[src/rtl/key_event_pkg.sv]
// Shared types and helpers for the key event detector.
package key_event_pkg;

    typedef enum logic [1:0] {
        IDLE,
        HELD,
        REPEATING
    } key_state_t;

    // Bits needed to hold values 0..max_val.
    function automatic int unsigned cnt_width(input int unsigned max_val);
        return (max_val < 1) ? 1 : $clog2(max_val + 1);
    endfunction

endpackage

[src/rtl/key_event_channel.sv]
// One active-low key: synchroniser, debounce, press/release pulses and typematic repeat.
module key_event_channel
    import key_event_pkg::*;
#(
    parameter int unsigned DEBOUNCE_CYCLES = 4,
    parameter int unsigned REPEAT_DELAY    = 1000,
    parameter int unsigned REPEAT_PERIOD   = 250
) (
    input  logic clk,
    input  logic reset,
    input  logic key,
    output logic level,
    output logic press_pulse,
    output logic release_pulse,
    output logic repeat_pulse
);

    localparam int unsigned DB_W     = cnt_width(DEBOUNCE_CYCLES);
    localparam int unsigned RPT_MAX  = (REPEAT_DELAY > REPEAT_PERIOD) ? REPEAT_DELAY : REPEAT_PERIOD;
    localparam int unsigned RPT_W    = cnt_width(RPT_MAX);
    localparam int unsigned DB_TERM  = DEBOUNCE_CYCLES - 1;
    localparam int unsigned RD_TERM  = (REPEAT_DELAY == 0) ? 0 : REPEAT_DELAY - 1;
    localparam int unsigned RP_TERM  = REPEAT_PERIOD - 1;

    logic [1:0]      sync_q;
    logic            raw;
    logic [DB_W-1:0] db_cnt;
    logic            accept;
    logic            press_acc;
    logic            release_acc;

    key_state_t      state, state_nxt;
    logic [RPT_W-1:0] rpt_cnt, rpt_nxt;
    logic            repeat_nxt;

    assign raw         = ~sync_q[1];
    assign accept      = (raw != level) && (db_cnt == DB_W'(DB_TERM));
    assign press_acc   = accept && raw;
    assign release_acc = accept && !raw;

    always_ff @(posedge clk) begin
        if (reset) begin
            sync_q        <= '1;
            db_cnt        <= '0;
            level         <= 1'b0;
            press_pulse   <= 1'b0;
            release_pulse <= 1'b0;
        end else begin
            sync_q        <= {sync_q[0], key};
            press_pulse   <= press_acc;
            release_pulse <= release_acc;
            if (raw == level) begin
                db_cnt <= '0;
            end else if (accept) begin
                level  <= raw;
                db_cnt <= '0;
            end else begin
                db_cnt <= db_cnt + 1'b1;
            end
        end
    end

    always_ff @(posedge clk) begin
        if (reset) begin
            state        <= IDLE;
            rpt_cnt      <= '0;
            repeat_pulse <= 1'b0;
        end else begin
            state        <= state_nxt;
            rpt_cnt      <= rpt_nxt;
            repeat_pulse <= repeat_nxt;
        end
    end

    // Release wins over a repeat that would fall due on the same edge.
    always_comb begin
        state_nxt  = state;
        rpt_nxt    = rpt_cnt;
        repeat_nxt = 1'b0;
        case (state)
            IDLE: begin
                if (press_acc) begin
                    state_nxt = HELD;
                    rpt_nxt   = '0;
                end
            end
            HELD: begin
                if (release_acc) begin
                    state_nxt = IDLE;
                    rpt_nxt   = '0;
                end else if (REPEAT_DELAY != 0) begin
                    if (rpt_cnt == RPT_W'(RD_TERM)) begin
                        state_nxt  = REPEATING;
                        rpt_nxt    = '0;
                        repeat_nxt = 1'b1;
                    end else begin
                        rpt_nxt = rpt_cnt + 1'b1;
                    end
                end
            end
            REPEATING: begin
                if (release_acc) begin
                    state_nxt = IDLE;
                    rpt_nxt   = '0;
                end else if (rpt_cnt == RPT_W'(RP_TERM)) begin
                    rpt_nxt    = '0;
                    repeat_nxt = 1'b1;
                end else begin
                    rpt_nxt = rpt_cnt + 1'b1;
                end
            end
            default: begin
                state_nxt = IDLE;
                rpt_nxt   = '0;
            end
        endcase
    end

endmodule

[src/rtl/key_event_detector.sv]
// NUM_KEYS independent key channels plus an any-key-held indication.
module key_event_detector
    import key_event_pkg::*;
#(
    parameter int unsigned NUM_KEYS        = 8,
    parameter int unsigned DEBOUNCE_CYCLES = 4,
    parameter int unsigned REPEAT_DELAY    = 1000,
    parameter int unsigned REPEAT_PERIOD   = 250
) (
    input  logic                clk,
    input  logic                reset,
    input  logic [NUM_KEYS-1:0] key,
    output logic [NUM_KEYS-1:0] keyIsPressed,
    output logic [NUM_KEYS-1:0] pressPulse,
    output logic [NUM_KEYS-1:0] releasePulse,
    output logic [NUM_KEYS-1:0] repeatPulse,
    output logic                anyPressed
);

    for (genvar i = 0; i < NUM_KEYS; i++) begin : g_ch
        key_event_channel #(
            .DEBOUNCE_CYCLES(DEBOUNCE_CYCLES),
            .REPEAT_DELAY   (REPEAT_DELAY),
            .REPEAT_PERIOD  (REPEAT_PERIOD)
        ) u_ch (
            .clk          (clk),
            .reset        (reset),
            .key          (key[i]),
            .level        (keyIsPressed[i]),
            .press_pulse  (pressPulse[i]),
            .release_pulse(releasePulse[i]),
            .repeat_pulse (repeatPulse[i])
        );
    end

    assign anyPressed = |keyIsPressed;

endmodule

[config.mk]
export PLATFORM = sky130hd
export DESIGN_NAME = key_event_detector
export DESIGN_NICKNAME = d
export VERILOG_FILES = /design/src/rtl/key_event_pkg.sv /design/src/rtl/key_event_channel.sv /design/src/rtl/key_event_detector.sv
export SDC_FILE = /design/constraint.sdc
export NUM_CORES = 1
export LEC_CHECK = 0
export BUFFER_PORTS_ARGS = -buffer_cell sky130_fd_sc_hd__buf_4
export CAP_MARGIN = 20
export CORE_MARGIN = 2
export CORE_UTILIZATION = 45
export CTS_BUF_LIST = sky130_fd_sc_hd__clkbuf_4 sky130_fd_sc_hd__clkbuf_8
export DETAILED_ROUTE_END_ITERATION = 16
export HOLD_SLACK_MARGIN = 0.12
export PLACE_DENSITY_LB_ADDON = 0.3
export SETUP_SLACK_MARGIN = 0.4
export SYNTH_ARGS = -nofsm -noshare
export SYNTH_HDL_FRONTEND = slang
export SYNTH_SLANG_ARGS = --single-unit
export TNS_END_PERCENT = 30
[constraint.sdc]
create_clock -name clk -period 2.8 [get_ports clk]
set_clock_uncertainty 0.15 [all_clocks]
set_input_delay 0.56 -clock clk [delete_from_list [all_inputs] [get_ports clk]]
set_output_delay 0.56 -clock clk [all_outputs]
set_load 0.005 [all_outputs]
==> metrics.md, run 1 <==
| Metric | Value |
|---|---|
| Remaining global-route overflow | `0` |
| Tot GR Track Use | `16.2%` |
| Overall Power | `0.00466 W` |
| Vias/cell | `5.35` |
| FF+latch count, synth | `168` |
| Status | `complete, no violations` |
| Effective utilization at floorplan | `46.0%` |
| CTS tree | `built` |
| Main synth FF type | `dfxtp_1` |
| Later-pin clock latency in the skew report | `0.45 ns` |
| Routability Congestion | `0.852` |
| Diodes inserted | `0` |
| CTS Buf Count | `17` |
| Die area | `19,500 sq um` |
| Leakage | `3.31 nW` |
| Chip width | `140 um` |
| Worst-margin pin slew | `0.580 ns` |
| Slew Viols, Final | `0` |
| Period utilisation layout | `83.6%` |
| Critical Path Fanout Max | `16` |
| I/O Pins | `43` |
| Clock slew at the register clock pins of the worst setup and hold paths | `0.09 ns` |
| Largest net degree at the start of global routing | `47` |
| Register area share after synthesis | `40.7%` |
| Final hold vios | `0` |
| Final setup viols | `0` |
| Post-synth EDFFs | `0` |
| Initial antenna violation count | `0` |
| Final worst path period need | `2.34 ns` |
| Top cells by area, synth | `dfxtp_1 (41%), ha_1 (8.5%), nor2_1 (5.6%)` |
| Leading area contributor after synthesis | `dfxtp_1` |
| Post-route DRC | `0` |
| Post-synth top area share | `40.7%` |
| Avg Cell Area, Syn | `8.71 sq um` |
| Dpl hpwl | `11,200 um` |
| CTS H-tree depth | `4` |
| TNS Setup | `0 ns` |
| Peak VDD IR | `265 uV` |
| Syn Std Cell Area | `8270 sq um` |
| Hold_ws | `0.171 ns` |
| Row count | `49` |
| Number of input and output port buffers inserted | `42` |
| Yosys Warn Count | `0` |
| Nets | `1,041` |
| Vias in the first global route | `5,847` |
| Post-synth ARST share | `0%` |
| Root buf cell | `clkbuf_8` |
| Detail Route Antenna Nets | `0` |
| Area grow syn2layout | `10.7%` |
| Fmax | `427 MHz` |
| First-pass GRT wire length | `26,700 um` |
| Mapped Cells | `949` |
| Post-Syn Nets | `1,015` |
| Core Area | `18,000 sq um` |
| Chip Height | `140 um` |
| Wire per inst | `12.9 um` |
| Worst EP arrival | `2.57 ns` |
| Setup crit start kind | `register` |
| Req. time, crit path | `3.03 ns` |
| Unique cell type count in the Yosys netlist | `66` |
| Crit end category | `register` |
| # Max-Cap Violations | `0` |
| RSZ-0062 raised after global routing | `yes` |
| Initial drt markers | `322` |
| Final wirelength | `15,700 um` |
| Relative slew slack | `61.0%` |
| Crit Path Class | `register to register` |
| Power Density | `509 nW/um^2` |
| Share of cells above drive strength 1 | `13.8%` |
| Hold crit path type | `input pin to register` |
| Via Count | `6,516` |
| CTS Sinks | `168` |
| DR pass1 iterations | `5` |
| Clock buffer depth | `2` |
[sequential cells by signal, summed over array words and instances, names as in the netlist]
register	count
g_ch.u_ch.rpt_cnt	80
g_ch.u_ch.db_cnt	24
g_ch.u_ch.state	16
g_ch.u_ch.sync_q	16
g_ch.u_ch.level	8
g_ch.u_ch.press_pulse	8
g_ch.u_ch.release_pulse	8
g_ch.u_ch.repeat_pulse	8
[cell type report]
cell class / instances / area (sq um)
fill: 1696 / 8810
multi-input combinational: 672 / 4410
sequential: 168 / 3360
timing repair buffer: 59 / 460
tap: 229 / 287
clock buffer: 18 / 241
inverter: 57 / 214
clock inverter: 14 / 173
[cell usage after synthesis, drive strengths merged (12+ instances only)]
master    n
a211oi   25
a21oi    39
a22oi    16
and3     12
buf      37
clkbuf   15
dfxtp   168
ha       56
inv      57
nand2    69
nand3    51
nand4    23
nor2    123
nor3     16
nor4     15
o21ai    21
or2      19
xnor2    18
xor2     29
[cell families after synthesis]
| kind of cell | Yosys count | share of synthesized area, % |
|---|---|---|
| flops | 168 | 40.7 |
| simple gates | 407 | 25.9 |
| compound gates | 154 | 12.5 |
| mux | 8 | 0.969 |
| fa+ha+maj | 56 | 8.48 |
| buf+inv | 109 | 6.46 |
| xor+xnor | 47 | 4.98 |
[through the flow]
stage | setup slack [ns] | util (%) | instance area [sq um] | instances
after global routing | 0.345 | 50.9 | 9150 | 1217
final | 0.459 | 50.9 | 9150 | 1217
after floorplan | 0.632 | - | 8270 | 949
after global placement | 0.507 | 48.0 | 8620 | 1177
after CTS | 0.442 | 50.7 | 9100 | 1216
after detailed placement | 0.459 | 48.0 | 8620 | 1177
[metal layers]
metal	track usage (%)	wire length, um	vias up
met2	25.0	6900	113
li1	-	-	3366
met3	3.51	542	17
met1	22.4	8010	3020
met4	5.95	230	0
met5	0	0	-
[final timing paths]
| path | startpoint | slack, ns | to | depth (start not counted) |
|---|---|---|---|---|
| max | g_ch[3].u_ch.db_cnt[0] | 0.46 | g_ch[3].u_ch.rpt_cnt[7] | 6 |
| min | key[6] | 0.17 | g_ch[6].u_ch.sync_q[0] | 2 |
| max reg2reg | g_ch[3].u_ch.db_cnt[0] | 0.46 | g_ch[3].u_ch.rpt_cnt[7] | 6 |
| min reg2reg | g_ch[6].u_ch.sync_q[0] | 0.26 | g_ch[6].u_ch.sync_q[1] | 1 |
[cells in the final DEF, fill, tap and decap left out, types with 11 or more instances in the layout]
cell      synthesis  final
a211oi_1         24     21
a21oi_1          39     38
a22oi_1          16     16
and3_1           12     12
buf_4            32     52
clkbuf_8          0     17
dfxtp_1         168    168
ha_1             56     56
inv_1            57     57
nand2_1          68     67
nand3_1          50     50
nand4_1          22     22
nor2_1          123    123
nor3_1           15     15
nor4_1           14     13
o21ai_0          18     18
o22ai_1          11     11
or2_2            19     19
or3_1            11     11
xnor2_1          18     18
xor2_1           29     29
[worst max-delay path: stages (launching register included)]
cell and delay (ns):
dfxtp_1 0.34, ha_1 0.15, ha_1 0.22, or3b_1 0.39
and2_1 0.35, or4b_1 0.54, a21oi_1 0.14
[timing repair]
| action | in CTS | in global routing |
|---|---|---|
| gates resized for setup | 0 | 9 |
| endpoints found under the hold margin | 7 | 0 |
| endpoints found under the setup margin | 0 | 36 |
| hold buffers | 7 | 0 |
| setup buffers | 0 | 1 |
[where the power goes]
| part | switching (W) | leakage (nW) | total (W) | internal [W] |
|---|---|---|---|---|
| Clock | 0.000893 | 0.208 | 0.00179 | 0.000900 |
| Combinational | 0.000259 | 1.74 | 0.000404 | 0.000145 |
| Sequential | 0.0000313 | 1.36 | 0.00246 | 0.00243 |
| Total | 0.00118 | 3.31 | 0.00466 | 0.00347 |
No activity file was read; power rests on OpenSTA's default activity.
==> inputs of run 2 (changes only) <==
Clock period 2.8 ns to 2.2 ns, I/O delays scaled along.
==> run 2 against run 1 <==
Fmax grew 17%. Clock power grew 32%. Wire length grew 18%. Largest cell class unchanged. Power grew 34%.
==> metrics.md, run 2 (synthesis results as in run 1) <==
| Metric | Value |
|---|---|
| Status | `complete, no violations` |
| Die area | `19,500 sq um (unchanged)` |
| CTS H-tree depth | `4 (unchanged)` |
| Nets | `1,100 (+5.7%)` |
| Share of cells above drive strength 1 | `33.0% (+19 points)` |
| Final worst path period need | `2.00 ns (-0.341 ns)` |
| Post-route DRC | `0 (unchanged)` |
| Chip width | `140 um (unchanged)` |
| Min-Delay Startpoint | `g_ch[1].u_ch.sync_q[0]` |
| Top flop regs | `g_ch.u_ch.rpt_cnt: 80 flops, g_ch.u_ch.db_cnt: 24 flops` |
| Max reg flops | `80 (unchanged)` |
| Detail Route Antenna Nets | `0 (unchanged)` |
| Met1 Track Usage GR | `24.2% (+1.8 points)` |
| Crit path launch | `g_ch[3].u_ch.db_cnt[0]` |
| Worst-margin pin slew | `0.478 ns (-0.102 ns)` |
| Worst setup path endpoint | `g_ch[3].u_ch.rpt_cnt[7]` |
| # Max-Cap Violations | `0 (unchanged)` |
| Vias in the first global route | `6,622 (+13%)` |
| CTS Buf Count | `17 (unchanged)` |
| Met3 Use GR | `4.54% (+1.0 points)` |
| Clock buffer depth | `2 (unchanged)` |
| R2R setup slack | `0.20 ns (-0.26 ns)` |
| Final setup viols | `0 (unchanged)` |
| Core Area | `18,000 sq um (unchanged)` |
| Final wirelength | `18,400 um (+18%)` |
| Remaining global-route overflow | `0 (unchanged)` |
| Worst hold path depth | `1 (-1)` |
| TNS Setup | `0 ns (unchanged)` |
| Tot GR Track Use | `18.7% (+2.5 points)` |
| GR Util met2 | `30.5% (+5.5 points)` |
| Commonest non-fill, non-tap cell in the layout | `dfxtp_1` |
| Fmax | `500 MHz (+17%)` |
| Crit Path Class | `register to register` |
| Fill count | `1,498 (-12%)` |
| Commonest non-fill, non-tap cells in the layout | `dfxtp_1 (130), nor2_1 (119), buf_4 (101)` |
| Dpl hpwl | `11,700 um (+4.0%)` |
| Final hold vios | `0 (unchanged)` |
| Final core occ | `59.3% (+8.4 points)` |
| Diodes inserted | `0 (unchanged)` |
| Effective utilization at floorplan | `46.0% (unchanged)` |
| FF-to-FF path depth | `6 (unchanged)` |
| Number of input and output port buffers inserted | `42 (unchanged)` |
| Via Count | `6,883 (+5.6%)` |
| Wire per inst | `14.4 um (+12%)` |
| Row count | `49 (unchanged)` |
| Root buf cell | `clkbuf_8` |
| R2r startpoint | `g_ch[3].u_ch.db_cnt[0]` |
| Later-pin clock latency in the skew report | `0.48 ns (+0.03 ns)` |
| Top Usage Layer GRT | `met2` |
| Routability Congestion | `0.938 (+10%)` |
| CTS tree | `built` |
| Largest net degree at the start of global routing | `45 (-4.3%)` |
| Hold crit path type | `register to register` |
| I/O Pins | `43 (unchanged)` |
| Area grow syn2layout | `28.9%` |
| Initial antenna violation count | `0 (unchanged)` |
| CTS Sinks | `168 (unchanged)` |
| First-pass GRT wire length | `30,400 um (+14%)` |
| Period utilisation layout | `90.9% (+7.3 points)` |
| Reg2reg end | `g_ch[3].u_ch.rpt_cnt[7]` |
| RSZ-0062 raised after global routing | `yes` |
| Vias/cell | `5.39 (+0.75%)` |
| Relative slew slack | `67.9% (+6.9 points)` |
| Initial drt markers | `301 (-6.5%)` |
| Power Density | `585 nW/um^2 (+15%)` |
| Req. time, crit path | `2.46 ns (-0.57 ns)` |
| Setup crit start kind | `register` |
| Critical Path Fanout Max | `8 (-8)` |
| Leakage | `3.77 nW (+14%)` |
| DR pass1 iterations | `5 (unchanged)` |
| Peak VDD IR | `659 uV (+150%)` |
| Slew Viols, Final | `0 (unchanged)` |
| Crit end category | `register` |
| Clock slew at the register clock pins of the worst setup and hold paths | `0.09 ns (about the same)` |
| Chip Height | `140 um (unchanged)` |
| Worst EP arrival | `2.26 ns (-0.31 ns)` |
| Largest register by flop count | `g_ch.u_ch.rpt_cnt` |
==> run 2: per-layer routing <==
layer  part of all wire (%)  up-vias  wire (um)
met5                      0        -          0
met3                    4.0       30        745
li1                       -     3491          -
met2                     48      129       8760
met4                    1.7        0        314
met1                     47     3233       8610
==> run 2: repair_timing <==
action,4_1_cts,5_1_grt
hold buffers,8,0
hold endpoints to repair,8,0
setup buffers,28,7
cloned,2,1
pin swaps,46,30
resized for setup,76,72
setup endpoints to repair,98,101
==> run 2: how the worst min path moves through the flow <==
| stage | end |
|---|---|
| 2_1_floorplan | g_ch[0].u_ch.sync_q[1] |
| 3_3_place_gp | g_ch[7].u_ch.sync_q[1] |
| 3_5_place_dp | g_ch[4].u_ch.sync_q[1] |
| 4_1_cts | g_ch[1].u_ch.sync_q[1] |
| 5_1_grt | g_ch[1].u_ch.sync_q[1] |
| 6_report | g_ch[1].u_ch.sync_q[1] |
==> run 2: report_power, final <==
| group | leakage (nW) | total (W) | internal [W] | switching, W |
|---|---|---|---|---|
| combinational | 2.20 | 0.000740 | 0.000300 | 0.000440 |
| sequential | 1.38 | 0.00313 | 0.00309 | 0.0000447 |
| clock | 0.197 | 0.00237 | 0.00119 | 0.00118 |
==> run 2: critical path: stages, from the launching register on <==
cell and delay (ns):
dfxtp_2 0.36, ha_4 0.13, ha_4 0.12, or3b_4 0.38
and2_4 0.19, or4b_1 0.47, a21oi_1 0.15
==> run 2: layout make-up <==
cell class,instances,area [sq um],area share [%]
clock buffer,19,262,2.45
inverter,57,214,2.01
sequential,168,3420,32.1
clock inverter,13,166,1.56
timing repair buffer,115,906,8.50
multi-input combinational,675,5400,50.7
tap,229,287,2.69
==> run 2: stage by stage <==
stage | hold slack (ns) | instances | area, sq um | total power (W) | worst slack [ns]
finish | 0.263 | 1276 | 10700 | 0.00624 | 0.200
floorplan | 0.239 | 949 | 8750 | 0.00363 | 0.191
CTS | 0.263 | 1268 | 10300 | 0.00619 | 0.215
global route | 0.266 | 1276 | 10700 | 0.00651 | 0.139
detailed placement | 0.243 | 1198 | 9230 | 0.00376 | 0.0822
global placement | 0.242 | 1198 | 9230 | 0.00375 | 0.128
==> inputs of run 3 (changes only) <==
Settings changed: ABC_AREA set to 1, CTS_BUF_LIST sky130_fd_sc_hd__clkbuf_4 sky130_fd_sc_hd__clkbuf_8 to sky130_fd_sc_hd__clkbuf_8.
==> run 3 against run 2 <==
Fmax is 0.88% lower. Setup slack worse by 0.018 ns. Die area is 6.4% higher. Largest power group unchanged. Design area is 6.8% lower. Sequential power is 5% higher. Clock power hardly changed. Cell count is 21% higher. Worst hold slack worse by 0.0082 ns. Sequential share of layout area is 1.9 points higher. Via count is 4.7% higher. Synthesized area is 6.6% higher.
==> metrics.md, run 3 <==
| Metric | Value |
|---|---|
| Status | `complete, no violations` |
| Placed inst area | `9180 sq um (-0.53%)` |
| Final WS setup | `0.183 ns (-0.0178 ns)` |
| Effective utilization at floorplan | `45.6% (-0.46 points)` |
| Cell with the most instances after synthesis | `nand2_1` |
| Detail Route Antenna Nets | `0 (unchanged)` |
| Relative slew slack | `66.2% (-1.6 points)` |
| FF-to-FF path depth | `9 (+3)` |
| Crit path buffers/inverters | `2 (+2)` |
| Number of input and output port buffers inserted | `42 (unchanged)` |
| Initial drt markers | `357 (+19%)` |
| Diodes inserted | `0 (unchanged)` |
| Later-pin clock latency in the skew report | `0.45 ns (-0.03 ns)` |
| Mapped Cells | `1,226 (+29%)` |
| Register area | `3370 sq um (-1.4%)` |
| TNS Setup | `0 ns (unchanged)` |
| Register area share after synthesis | `38.2% (-2.5 points)` |
| Main synth FF type | `dfxtp_1` |
| R2r startpoint | `g_ch[4].u_ch.db_cnt[0]` |
| Row count | `51 (+4.1%)` |
| Critical Path Fanout Max | `2 (-6)` |
| Unique cell type count in the Yosys netlist | `37 (-44%)` |
| Hold_ws | `0.255 ns (-0.00823 ns)` |
| RSZ-0062 raised after global routing | `yes` |
| # Max-Cap Violations | `0 (unchanged)` |
| # placed instances | `1,489 (+24%)` |
| Final worst path period need | `2.02 ns (+0.0178 ns)` |
| Area taken by multi-input logic gates | `4600 sq um (-15%)` |
| Post-Place Setup Slack | `0.384 ns (+0.302 ns)` |
| CTS tree | `built` |
| Final wirelength | `16,600 um (-9.7%)` |
| Final setup viols | `0 (unchanged)` |
| Root buf cell | `clkbuf_8` |
| Commonest non-fill, non-tap cell in the layout | `nand2_1` |
| Nets | `1,326 (+21%)` |
| Die area | `20,700 sq um (+6.4%)` |
| Post-synth ARST share | `0% (unchanged)` |
| Reg2reg end | `g_ch[4].u_ch.rpt_cnt[5]` |
| Final hold vios | `0 (unchanged)` |
| Worst-margin pin slew | `0.506 ns (+0.0286 ns)` |
| Core Area | `19,300 sq um (+7.6%)` |
| Vias/cell | `4.69 (-13%)` |
| Period utilisation layout | `91.7% (+0.81 points)` |
| Area grow syn2layout | `12.7%` |
| DR pass1 iterations | `5 (unchanged)` |
| Hold crit path type | `register to register` |
| CP max stage delay | `0.35 ns (-0.12 ns)` |
| Commonest non-fill, non-tap cells in the layout | `nand2_1 (233), nor2_1 (196), dfxtp_1 (161)` |
| Leakage | `4.08 nW (+8.0%)` |
| Yosys Warn Count | `0 (unchanged)` |
| Slew Viols, Final | `0 (unchanged)` |
| Min-Delay Startpoint | `g_ch[1].u_ch.db_cnt[0]` |
| Syn Std Cell Area | `8810 sq um (+6.6%)` |
| First-pass GRT wire length | `28,900 um (-5.0%)` |
| CTS H-tree depth | `4 (unchanged)` |
| Largest net degree at the start of global routing | `44 (-2.2%)` |
| Initial antenna violation count | `0 (unchanged)` |
| Via Count | `7,208 (+4.7%)` |
| Post-Syn Nets | `1,292 (+27%)` |
| R2R setup slack | `0.42 ns (+0.22 ns)` |
| Post-synth EDFFs | `0 (unchanged)` |
| Share of cells above drive strength 1 | `16.3% (-17 points)` |
| Crit Path Class | `register to output port` |
| CTS Sinks | `168 (unchanged)` |
| FF+latch count, synth | `168 (unchanged)` |
| Avg Cell Area, Syn | `7.19 sq um (-18%)` |
| Max reg flops | `80 (unchanged)` |
| Wire per inst | `10.8 um (-25%)` |
| Top cells by area, synth | `dfxtp_1 (38%), nand2_1 (10%), nor2_1 (8.5%)` |
| CTS Buf Count | `17 (unchanged)` |
| Top flop regs | `g_ch.u_ch.rpt_cnt: 80 flops, g_ch.u_ch.db_cnt: 24 flops` |
| Clock buffer depth | `2 (unchanged)` |
| Top cells by count, synth | `nand2_1 (239), nor2_1 (200), dfxtp_1 (168)` |
| Post-route cell area | `9930 sq um (-6.8%)` |
| Clock slew at the register clock pins of the worst setup and hold paths | `0.09 ns (about the same)` |
| Slowest-stage cell, CP | `dfxtp_4` |
| Power Density | `821 nW/um^2 (+40%)` |
| Crit end category | `output port` |
| Post-synth top area share | `38.2% (-2.5 points)` |
| Tot GR Track Use | `17.0% (-1.7 points)` |
| Dpl hpwl | `11,800 um (+0.75%)` |
| CP cell instances | `nor4_2, buf_4, nand3_4, buf_6` |
| Worst EP arrival | `1.43 ns (-0.83 ns)` |
| Peak VDD IR | `640 uV (-2.9%)` |
| Vias in the first global route | `6,571 (-0.77%)` |
| Req. time, crit path | `1.61 ns (-0.85 ns)` |
| Chip Height | `144 um (+3.1%)` |
| Fmax | `496 MHz (-0.88%)` |
| Setup crit start kind | `register` |
| Non-Filler Instances | `1,538 (+21%)` |
| Post-route DRC | `0 (unchanged)` |
| I/O Pins | `43 (unchanged)` |
| Chip width | `144 um (+3.1%)` |
| Remaining global-route overflow | `0 (unchanged)` |
| Worst hold path depth | `1 (unchanged)` |
| Routability Congestion | `0.924 (-1.4%)` |
| Fill count | `1,845 (+23%)` |
| Worst Hold Path EP | `g_ch[1].u_ch.db_cnt[0]` |
| CP top delay family | `flip-flops` |
| Leading area contributor after synthesis | `dfxtp_1` |
| Largest register by flop count | `g_ch.u_ch.rpt_cnt` |
[run 3: timing repair]
item,CTS,global route
pin swaps,1,9
endpoints found under the setup margin,8,86
gates resized for setup,8,34
endpoints found under the hold margin,8,0
setup buffers,1,7
cloned,0,1
hold buffers,8,0
[run 3: area by class of cell]
class / count / area share (%)
well taps: 265 / 3.34
clock inverters: 12 / 1.64
multi-input cells: 839 / 46.3
flip-flops and latches: 168 / 34.0
inverters: 169 / 6.42
clock buffers: 20 / 2.77
repair buffers: 65 / 5.53
[run 3: worst max-delay path by stage]
stage,startpoint,to,slack [ns],cells past startpoint
floorplan,g_ch[5].u_ch.db_cnt[0],g_ch[5].u_ch.rpt_cnt[6],0.64,9
global placement,g_ch[7].u_ch.db_cnt[0],g_ch[7].u_ch.rpt_cnt[0],0.44,8
detailed placement,g_ch[1].u_ch.db_cnt[0],g_ch[1].u_ch.rpt_cnt[8],0.38,7
CTS,g_ch[5].u_ch.level,anyPressed,0.13,4
global route,g_ch[5].u_ch.level,anyPressed,0.10,4
finish,g_ch[5].u_ch.level,anyPressed,0.18,4
[run 3: kinds of logic after synthesis]
| group | share of synthesized area, % |
|---|---|
| and+or+nand+nor | 33.1 |
| AOI/OAI and AO/OA | 7.47 |
| DFF | 38.2 |
| adders and majority gates | 7.95 |
| buffers and inverters | 11.2 |
| xor gates and xnor gates | 2.09 |
[run 3: per-stage QoR]
step | utilization [%] | total power [W]
detailed placement | 47.5 | 0.00556
floorplan | - | 0.00520
CTS | 50.4 | 0.00799
global route | 51.4 | 0.00872
global placement | 47.5 | 0.00554
finish | 51.4 | 0.00816
[run 3: where the power goes]
| group | internal, W | switching, W | leakage, nW | total [W] |
|---|---|---|---|---|
| logic | 0.000851 | 0.00164 | 2.50 | 0.00249 |
| clock network | 0.00123 | 0.00115 | 0.217 | 0.00238 |
| registers | 0.00319 | 0.0000973 | 1.36 | 0.00329 |
[run 3: metal layers]
metal / share of wire (%) / wire, um / up-vias / track usage, %
met2: 46 / 7720 / 87 / 28.2
met4: 0.97 / 161 / 0 / 4.80
li1: - / - / 3889 / -
met1: 50 / 8250 / 3219 / 22.0
met3: 3.1 / 519 / 13 / 3.87
met5: 0 / 0 / - / 0
